<file path="config.mk">
export PLATFORM = sky130hd
export DESIGN_NAME = sp_cmd_issuer
export DESIGN_NICKNAME = d
export VERILOG_FILES = /design/src/rtl/sp_cmd_issuer.sv
export SDC_FILE = /design/constraint.sdc
export NUM_CORES = 1
export LEC_CHECK = 0
export CAP_MARGIN = 30
export CORE_MARGIN = 2
export CORE_UTILIZATION = 33
export DETAILED_ROUTE_END_ITERATION = 8
export SYNTH_ARGS = -nofsm -noshare
export SYNTH_HDL_FRONTEND = slang
export SYNTH_SLANG_ARGS = --single-unit
</file>
<file path="constraint.sdc">
create_clock -name clk -period 10.7 [get_ports clk]
set_clock_uncertainty 0.1 [all_clocks]
set_input_delay 2.675 -clock clk [delete_from_list [all_inputs] [get_ports clk]]
set_output_delay 2.675 -clock clk [all_outputs]
set_load 0.01 [all_outputs]
</file>
<file path="src/rtl/sp_cmd_issuer.sv">
// sp_cmd_issuer: writes a command and its arguments into the special-purpose BRAM, polls the status word, reports completion (optional poll timeout via SP_CMD_TIMEOUT_EN)
module sp_cmd_issuer #(
  parameter int NUM_VAR        = 4,
  parameter int POLL_INTERVAL  = 16,
  parameter int TIMEOUT_CYCLES = 65535
) (
  input  logic                   clk,
  input  logic                   reset,
  input  logic                   cmd_valid,
  output logic                   cmd_ready,
  input  logic [31:0]            cmd_word,
  input  logic [32*NUM_VAR-1:0]  cmd_args,
  output logic [31:0]            addr_sp_bram,
  output logic                   enable_sp_bram,
  output logic [3:0]             w_enable_sp_bram,
  output logic [31:0]            data_in_sp_bram,
  input  logic [31:0]            data_out_sp_bram,
  output logic                   busy,
  output logic                   done,
  output logic                   error,
  output logic [6:0]             status_code,
  output logic                   timeout
);
  localparam logic [31:0] STAT = 32'(4 * (NUM_VAR + 1));
  typedef enum logic [3:0] {IDLE, WR_ARGS, WR_CMD, POLL_WAIT, POLL_RD, POLL_CHK, CLR_STAT, ABORT, DONE} state_t;
  state_t state, state_n;
  logic [31:0] cnt, cmd_q, arg_sel;
  logic [32*NUM_VAR-1:0] args_q;
  logic err_q, tmo, unused_hi;
  assign unused_hi = ^data_out_sp_bram[31:8];
`ifdef SP_CMD_TIMEOUT_EN
  logic [31:0] tcnt;
  logic to_q, poll;
  assign poll = state inside {POLL_WAIT, POLL_RD, POLL_CHK};
  assign tmo = poll && tcnt == 32'(TIMEOUT_CYCLES - 1);
  assign timeout = state == DONE && to_q;
  // poll budget counter, cleared whenever polling is not in progress
  always_ff @(posedge clk or posedge reset)
    if (reset) begin
      tcnt <= '0;
      to_q <= 1'b0;
    end else begin
      tcnt <= poll ? tcnt + 32'd1 : 32'd0;
      if (state_n == DONE) to_q <= state == ABORT;
    end
`else
  logic unused_to;
  assign unused_to = TIMEOUT_CYCLES != 0;
  assign tmo = 1'b0;
  assign timeout = 1'b0;
`endif
  // state register, shared cycle counter, captured command and completion results
  always_ff @(posedge clk or posedge reset)
    if (reset) begin
      state       <= IDLE;
      cnt         <= '0;
      cmd_q       <= '0;
      args_q      <= '0;
      err_q       <= 1'b0;
      status_code <= '0;
    end else begin
      state <= state_n;
      cnt   <= (state == WR_ARGS || state == POLL_WAIT) ? cnt + 32'd1 : state == POLL_CHK ? 32'd1 : 32'd0;
      if (state == IDLE && cmd_valid) begin
        cmd_q  <= cmd_word;
        args_q <= cmd_args;
      end
      if (state_n == DONE) err_q <= state == IDLE || state == ABORT;
      if (state_n == CLR_STAT) status_code <= data_out_sp_bram[7:1];
    end
  // next state and BRAM/handshake outputs; a failed check counts as the first idle cycle of the next wait
  always_comb begin
    state_n = state;
    arg_sel = '0;
    for (int i = 0; i < NUM_VAR; i++)
      if (cnt == 32'(i)) arg_sel = args_q[32*i +: 32];
    case (state)
      IDLE:      state_n = !cmd_valid ? IDLE : cmd_word != 0 ? WR_ARGS : DONE;
      WR_ARGS:   state_n = cnt == 32'(NUM_VAR - 1) ? WR_CMD : WR_ARGS;
      WR_CMD:    state_n = POLL_WAIT;
      POLL_WAIT: state_n = cnt >= 32'(POLL_INTERVAL - 1) ? POLL_RD : POLL_WAIT;
      POLL_RD:   state_n = POLL_CHK;
      POLL_CHK:  state_n = data_out_sp_bram[0] ? CLR_STAT : POLL_WAIT;
      CLR_STAT:  state_n = DONE;
      ABORT:     state_n = DONE;
      default:   state_n = IDLE;
    endcase
    if (tmo) state_n = ABORT;
    cmd_ready        = state == IDLE;
    busy             = state != IDLE;
    done             = state == DONE;
    error            = state == DONE && err_q;
    enable_sp_bram   = state inside {WR_ARGS, WR_CMD, POLL_RD, CLR_STAT, ABORT};
    w_enable_sp_bram = state inside {WR_ARGS, WR_CMD, CLR_STAT, ABORT} ? 4'hF : 4'h0;
    addr_sp_bram     = state == WR_ARGS ? (cnt + 32'd1) << 2 : (state == POLL_RD || state == CLR_STAT) ? STAT : 32'd0;
    data_in_sp_bram  = state == WR_ARGS ? arg_sel : state == WR_CMD ? cmd_q : 32'd0;
  end
endmodule

</file>
# Word level (Yosys, flattened, before mapping)
# Cells that the tools add are included.
classes:
  muxes: 17
  n_addsub: 1
  order_cmp: 1
  n_reduce_logical: 12
  eq_ne: 13
ops:
  columns: ["operator", "count"]
  rows:
  - ["32-bit 2-to-1 mux", 8]
  - ["32-bit by 2-bit equality test with 1-bit output, second input constant", 2]
  - ["32-bit by 1-bit adder with 32-bit output, second input constant", 1]
  - ["32-bit by 1-bit equality test with 1-bit output, second input constant", 1]
  - ["32-bit by 4-bit greater-or-equal comparator with 1-bit output, second input constant", 1]
  - ["32-bit logical NOT", 1]
  - ["32-bit nonzero test", 1]
  - ["4-bit case mux with 7 select lines", 1]
  - ["4-bit by 3-bit equality test with 1-bit output, second input constant", 5]
  - ["4-bit 2-to-1 mux", 3]
  - ["4-bit by 2-bit equality test with 1-bit output, second input constant", 2]
  - ["4-bit equality test, second input constant", 2]
  - ["4-bit nonzero test", 2]
  - ["3-bit 2-to-1 mux", 2]
  - ["5-bit 2-to-1 mux", 1]
  - ["5-bit nonzero test", 1]
  - ["4-bit by 1-bit equality test with 1-bit output, second input constant", 1]
  - ["4-bit logical NOT", 1]
  - ["1-bit logical OR", 3]
  - ["1-bit logical AND", 2]
  - ["2-bit 2-to-1 mux", 1]
  - ["2-bit OR reduction", 1]
  - ["1-bit 2-to-1 mux", 1]
totals:
  word_cells: 50
  register_bits: 204
  input_bits: 195

# Longest topological paths before layout
logic_depth:
  depth_word: 6
  mapped_depth: 9
  ltp_nobuf: 7

# Worst setup path before layout
# OpenSTA, ideal clock, no wires.
synth_timing:
  kind: "reg2out"
  startpoint: "reg cnt[0]"
  endpoint: "out data_in_sp_bram[0]"
  path_buffers: 2
  required_ns: 7.925
  t_arrival_ns: 1.771
  path_slack_ns: 6.154
  stages_incl_launch_ff: 9
  cell_sequence: "dfrtp_1 > inv_1 > ha_1 > clkbuf_1 > clkbuf_1 > nand4b_1 > o31a_1 > a21oi_1 > o21ai_0"
synth_via:
  elab_chain_cells: 6
  elab_cells_between_ends: 9
synth_rtl:
  columns: ["element", "line", "source"]
  rows:
  - ["start: declaration", "27", "logic [31:0] cnt, cmd_q, arg_sel;"]
  - ["start signal: assignment", "63", "cnt <= (state == WR_ARGS || state == POLL_WAIT) ? cnt + 32'd1 : state == POLL_CHK ? 32'd1 : 32'd0;"]
  - ["32-bit logical NOT", "76", "if (cnt == 32'(i)) arg_sel = args_q[32*i +: 32];"]
  - ["32-bit 2-to-1 mux (3 in a row)", "76", null]
  - ["32-bit 2-to-1 mux (*)", "76", null]
  - ["32-bit 2-to-1 mux (*)", "96", "data_in_sp_bram = state == WR_ARGS ? arg_sel : state == WR_CMD ? cmd_q : 32'd0;"]
  - ["end: declaration", "16", "output logic [31:0] data_in_sp_bram,"]
# Mark *: on every way between the ends. The rest lies on a longest branch, timed or not.

# Worst setup path after layout
layout_timing:
  startpoint: "reg state[0]"
  endpoint: "out data_in_sp_bram[0]"
layout_via:
  elab_chain_cells: 3
  elab_cells_between_ends: 4
layout_rtl:
  columns: ["element", "line", "source"]
  rows:
  - ["start: declaration", "26", "state_t state, state_n;"]
  - ["start signal: assignment", "62", "state <= state_n;"]
  - ["4-bit by 2-bit equality test with 1-bit output", "96", null]
  - ["32-bit 2-to-1 mux", "96", null]
  - ["32-bit 2-to-1 mux (*)", "96", null]
# Marks and branches as above.

==> summary.md <==
| Metric | Value |
|---|---|
| Post-CTS Resized | `0` |
| Worst slack at placement | `4.88 ns` |
| Fin. max-slew vios | `0` |
| Max-slew headroom | `roughly two fifths` |
| Post-route DRC | `0` |
| Pin count of the biggest net entering global routing | `115` |
| Layout cells sized above 1 | `21.6%` |
| Final Instance Count excl. Fillers | `between 1500 and 2000` |
| H-tree depth | `1` |
| Clock Latency Late Sink | `0.51 ns` |
| Final Util | `a little under half` |
| Die area | `32900 µm²` |
| Leak Pwr | `5.51 nW` |
| Outcome | `finished, final reports clean` |
| Fin area | `between 10000 and 15000 µm²` |
| CP Class | `reg -> out` |
| Bufs and invs on worst path | `2` |
| Yosys warnings | `0` |
| Arrival time at the worst endpoint | `3.57 ns` |
| Starting Density | `33.8%` |
| Worst EP required | `7.93 ns` |
| CP top delay family | `simple AND/OR/NAND/NOR gates` |
| Synthesized cell area | `10400 µm²` |
| Placed standard-cell area | `13200 µm²` |
| Largest fanout on the critical path | `33` |
| Fillers | `~2900` |
| Pwr dens | `262 nW/µm²` |
| RSZ-0062 raised after global routing | `false` |
| First-pass GRT wire length | `46.4 mm` |
| Reg-to-Reg Start | `state[0]` |
| Routability Congestion | `0.835` |
| WL final | `30.0 mm` |
| Final antenna-violating net count | `0` |
| Setup tns final | `0 ns` |
| Ys flop type | `dfrtp_1` |
| Final setup vio count | `0` |
| Vias in the first global route | `7985` |
| Worst r2r path cells | `4` |
| Placed cells | `1515` |
| Critical path cell sequence | `inv_2, or4_1, nand2b_4, o21ai_0, clkdlybuf4s50_1` |
| DRT iter0 DRCs | `331` |
| Num CTS Buffers | `25` |
| Critical path depth | `5` |
| Area delta synth->final | `35.1%` |
| Post-DP HPWL | `20.9 mm` |
| Synthesized instance count | `around 940` |
| Syn_area_per_cell | `~11 µm²` |
| Congestion Overflow GR | `0` |
| Wire per inst | `roughly 19 µm` |
| Worst VDD drop | `between 0.1 and 0.15 mV` |
| Async SR Flop Fraction | `100%` |
| Die X-Extent | `181 µm` |
| CP max-delay cell | `or4_1` |
| Final Hold Fails | `0` |
| Final net count | `approximately 1300` |
| Setup ws final | `4.35 ns` |
| Worst Setup EP | `data_in_sp_bram[0]` |
| # hold bufs at CTS | `0` |
| R2R setup slack | `8.16 ns` |
| Startpoint types | `register` |
| CTS Root Cell | `clkbuf_16` |
| Reg2Reg Capture Point | `state[1]` |
| CTS sink count | `204` |
| Core Footprint | `30700 µm²` |
| Critical Path Max Stage Delay | `roughly 0.94 ns` |
| Number of enable flip-flop cells after synthesis | `0` |
| # IOs | `276` |
| Min Clock Period, post-route | `6.35 ns` |
| Period Utilization, post-route | `59.3%` |
| Deepest clock path buffer count | `3` |
| Total track usage | `between 15 and 20%` |
| Critical Path Start | `state[0]` |
| Achievable clock frequency | `158 MHz` |
| Setup crit end kind | `output pin` |
| Worst-path clk slew | `0.06 ns` |
| CTS tree | `built` |
| Hold crit path type | `reg -> reg` |
| DR pass1 iterations | `6` |
| Sequential cell area | `5100 µm²` |
| Initial antenna violation count | `2` |
| Vias post-DR | `7935` |
| Postcts setup bufs | `0` |
| Multi-input logic area | `4880 µm²` |
| Port Buffers | `between 200 and 250` |
| # rows | `64` |
| Die H | `181 µm` |
| Number of max-cap violations | `0` |
| Via density | `5.08` |
| Unique masters post-synth | `about 50` |
| Sequential share of the synthesized area | `49.2%` |
| Slew at the pin with the worst max-slew slack | `0.880 ns` |
| Post-synthesis sequential element count | `204` |
## metal layers
metal  global-route usage, %  part of all wire [%]  up-vias  wire length (µm)
met4                    4.65                   2.3        0               692
met1                    25.9                    48     3876             14400
met5                       0                     0        -                 0
met2                    26.8                    44      242             13100
li1                        -                     -     3776                 -
met3                    3.89                   6.2       41              1860
## cells in the mapped netlist (10+ instances only)
master,n,area (µm²)
dfrtp_1,204,5100
mux2_2,167,1880
a21oi_1,100,500
nor2_1,66,248
clkbuf_1,49,184
nand2_1,48,180
nand3b_1,32,240
nand4b_1,31,272
o31a_1,31,272
o21ai_1,30,150
xnor2_1,21,184
nor4_1,15,93.8
buf_2,14,70.1
inv_1,12,45.0
nand3_1,11,55.1
xor2_1,10,87.6
## state kept, by name, summed over array words and instances, names as in the netlist
register,cells
state,4
args_q,128
err_q,1
status_code,7
cnt,32
cmd_q,32
## cell type report
cell class / instances / area share, %
sequential: 204 / 36.4
multi-input combinational: 639 / 34.8
timing repair buffer: 264 / 19.2
clock buffer: 42 / 5.41
tap: 396 / 3.53
inverter: 13 / 0.401
clock inverter: 2 / 0.276
antenna: 2 / 0.0357
## where the power goes
| part | switching, mW | total, mW | internal [mW] |
|---|---|---|---|
| clock | 0.325 | 0.827 | 0.502 |
| sequential | 0.168 | 1.26 | 1.09 |
| combinational | 0.768 | 1.59 | 0.821 |
| total | 1.26 | 3.68 | 2.42 |
## layout by cell type (no fill, tap or decap), drive strengths merged, types with 14 or more instances in the layout
cell / synthesis / layout
nor3: 14 / 14
dfrtp: 204 / 204
nand4b: 31 / 31
o31a: 31 / 31
mux2: 167 / 167
nor4: 25 / 25
clkdlybuf4s50: 0 / 248
buf: 34 / 16
nor2: 66 / 66
clkbuf: 49 / 42
nand3b: 32 / 32
xnor2: 21 / 21
o21ai: 36 / 36
a21oi: 100 / 100
inv: 13 / 14
nand2: 48 / 48
## logic make-up after synthesis
| group | Yosys count | share of synthesized area (%) |
|---|---|---|
| DFF | 204 | 49.2 |
| adders and majority gates | 4 | 0.482 |
| other | 1 | 0.0361 |
| AOI/OAI and AO/OA | 175 | 9.81 |
| and+or+nand+nor | 259 | 15.6 |
| buffers and inverters | 96 | 4.18 |
| muxes | 167 | 18.1 |
| xor gates and xnor gates | 31 | 2.62 |
## per-stage QoR
stage	power [mW]	hold WS, ns
2_1_floorplan	2.29	0.352
3_3_place_gp	2.83	0.378
3_5_place_dp	2.88	0.384
4_1_cts	3.73	0.397
5_1_grt	3.92	0.409
6_report	3.68	0.393
## worst min path at each step
| stage | cells after the start | slack [ns] | endpoint | from |
|---|---|---|---|---|
| floorplan | 1 | 0.35 | err_q | err_q |
| global placement | 1 | 0.38 | args_q[88] | args_q[88] |
| detailed placement | 1 | 0.38 | args_q[88] | args_q[88] |
| CTS | 1 | 0.40 | args_q[88] | args_q[88] |
| global route | 1 | 0.41 | args_q[79] | args_q[79] |
| finish | 1 | 0.39 | args_q[88] | args_q[88] |
Note: power is estimated with default switching activity, not from simulation.
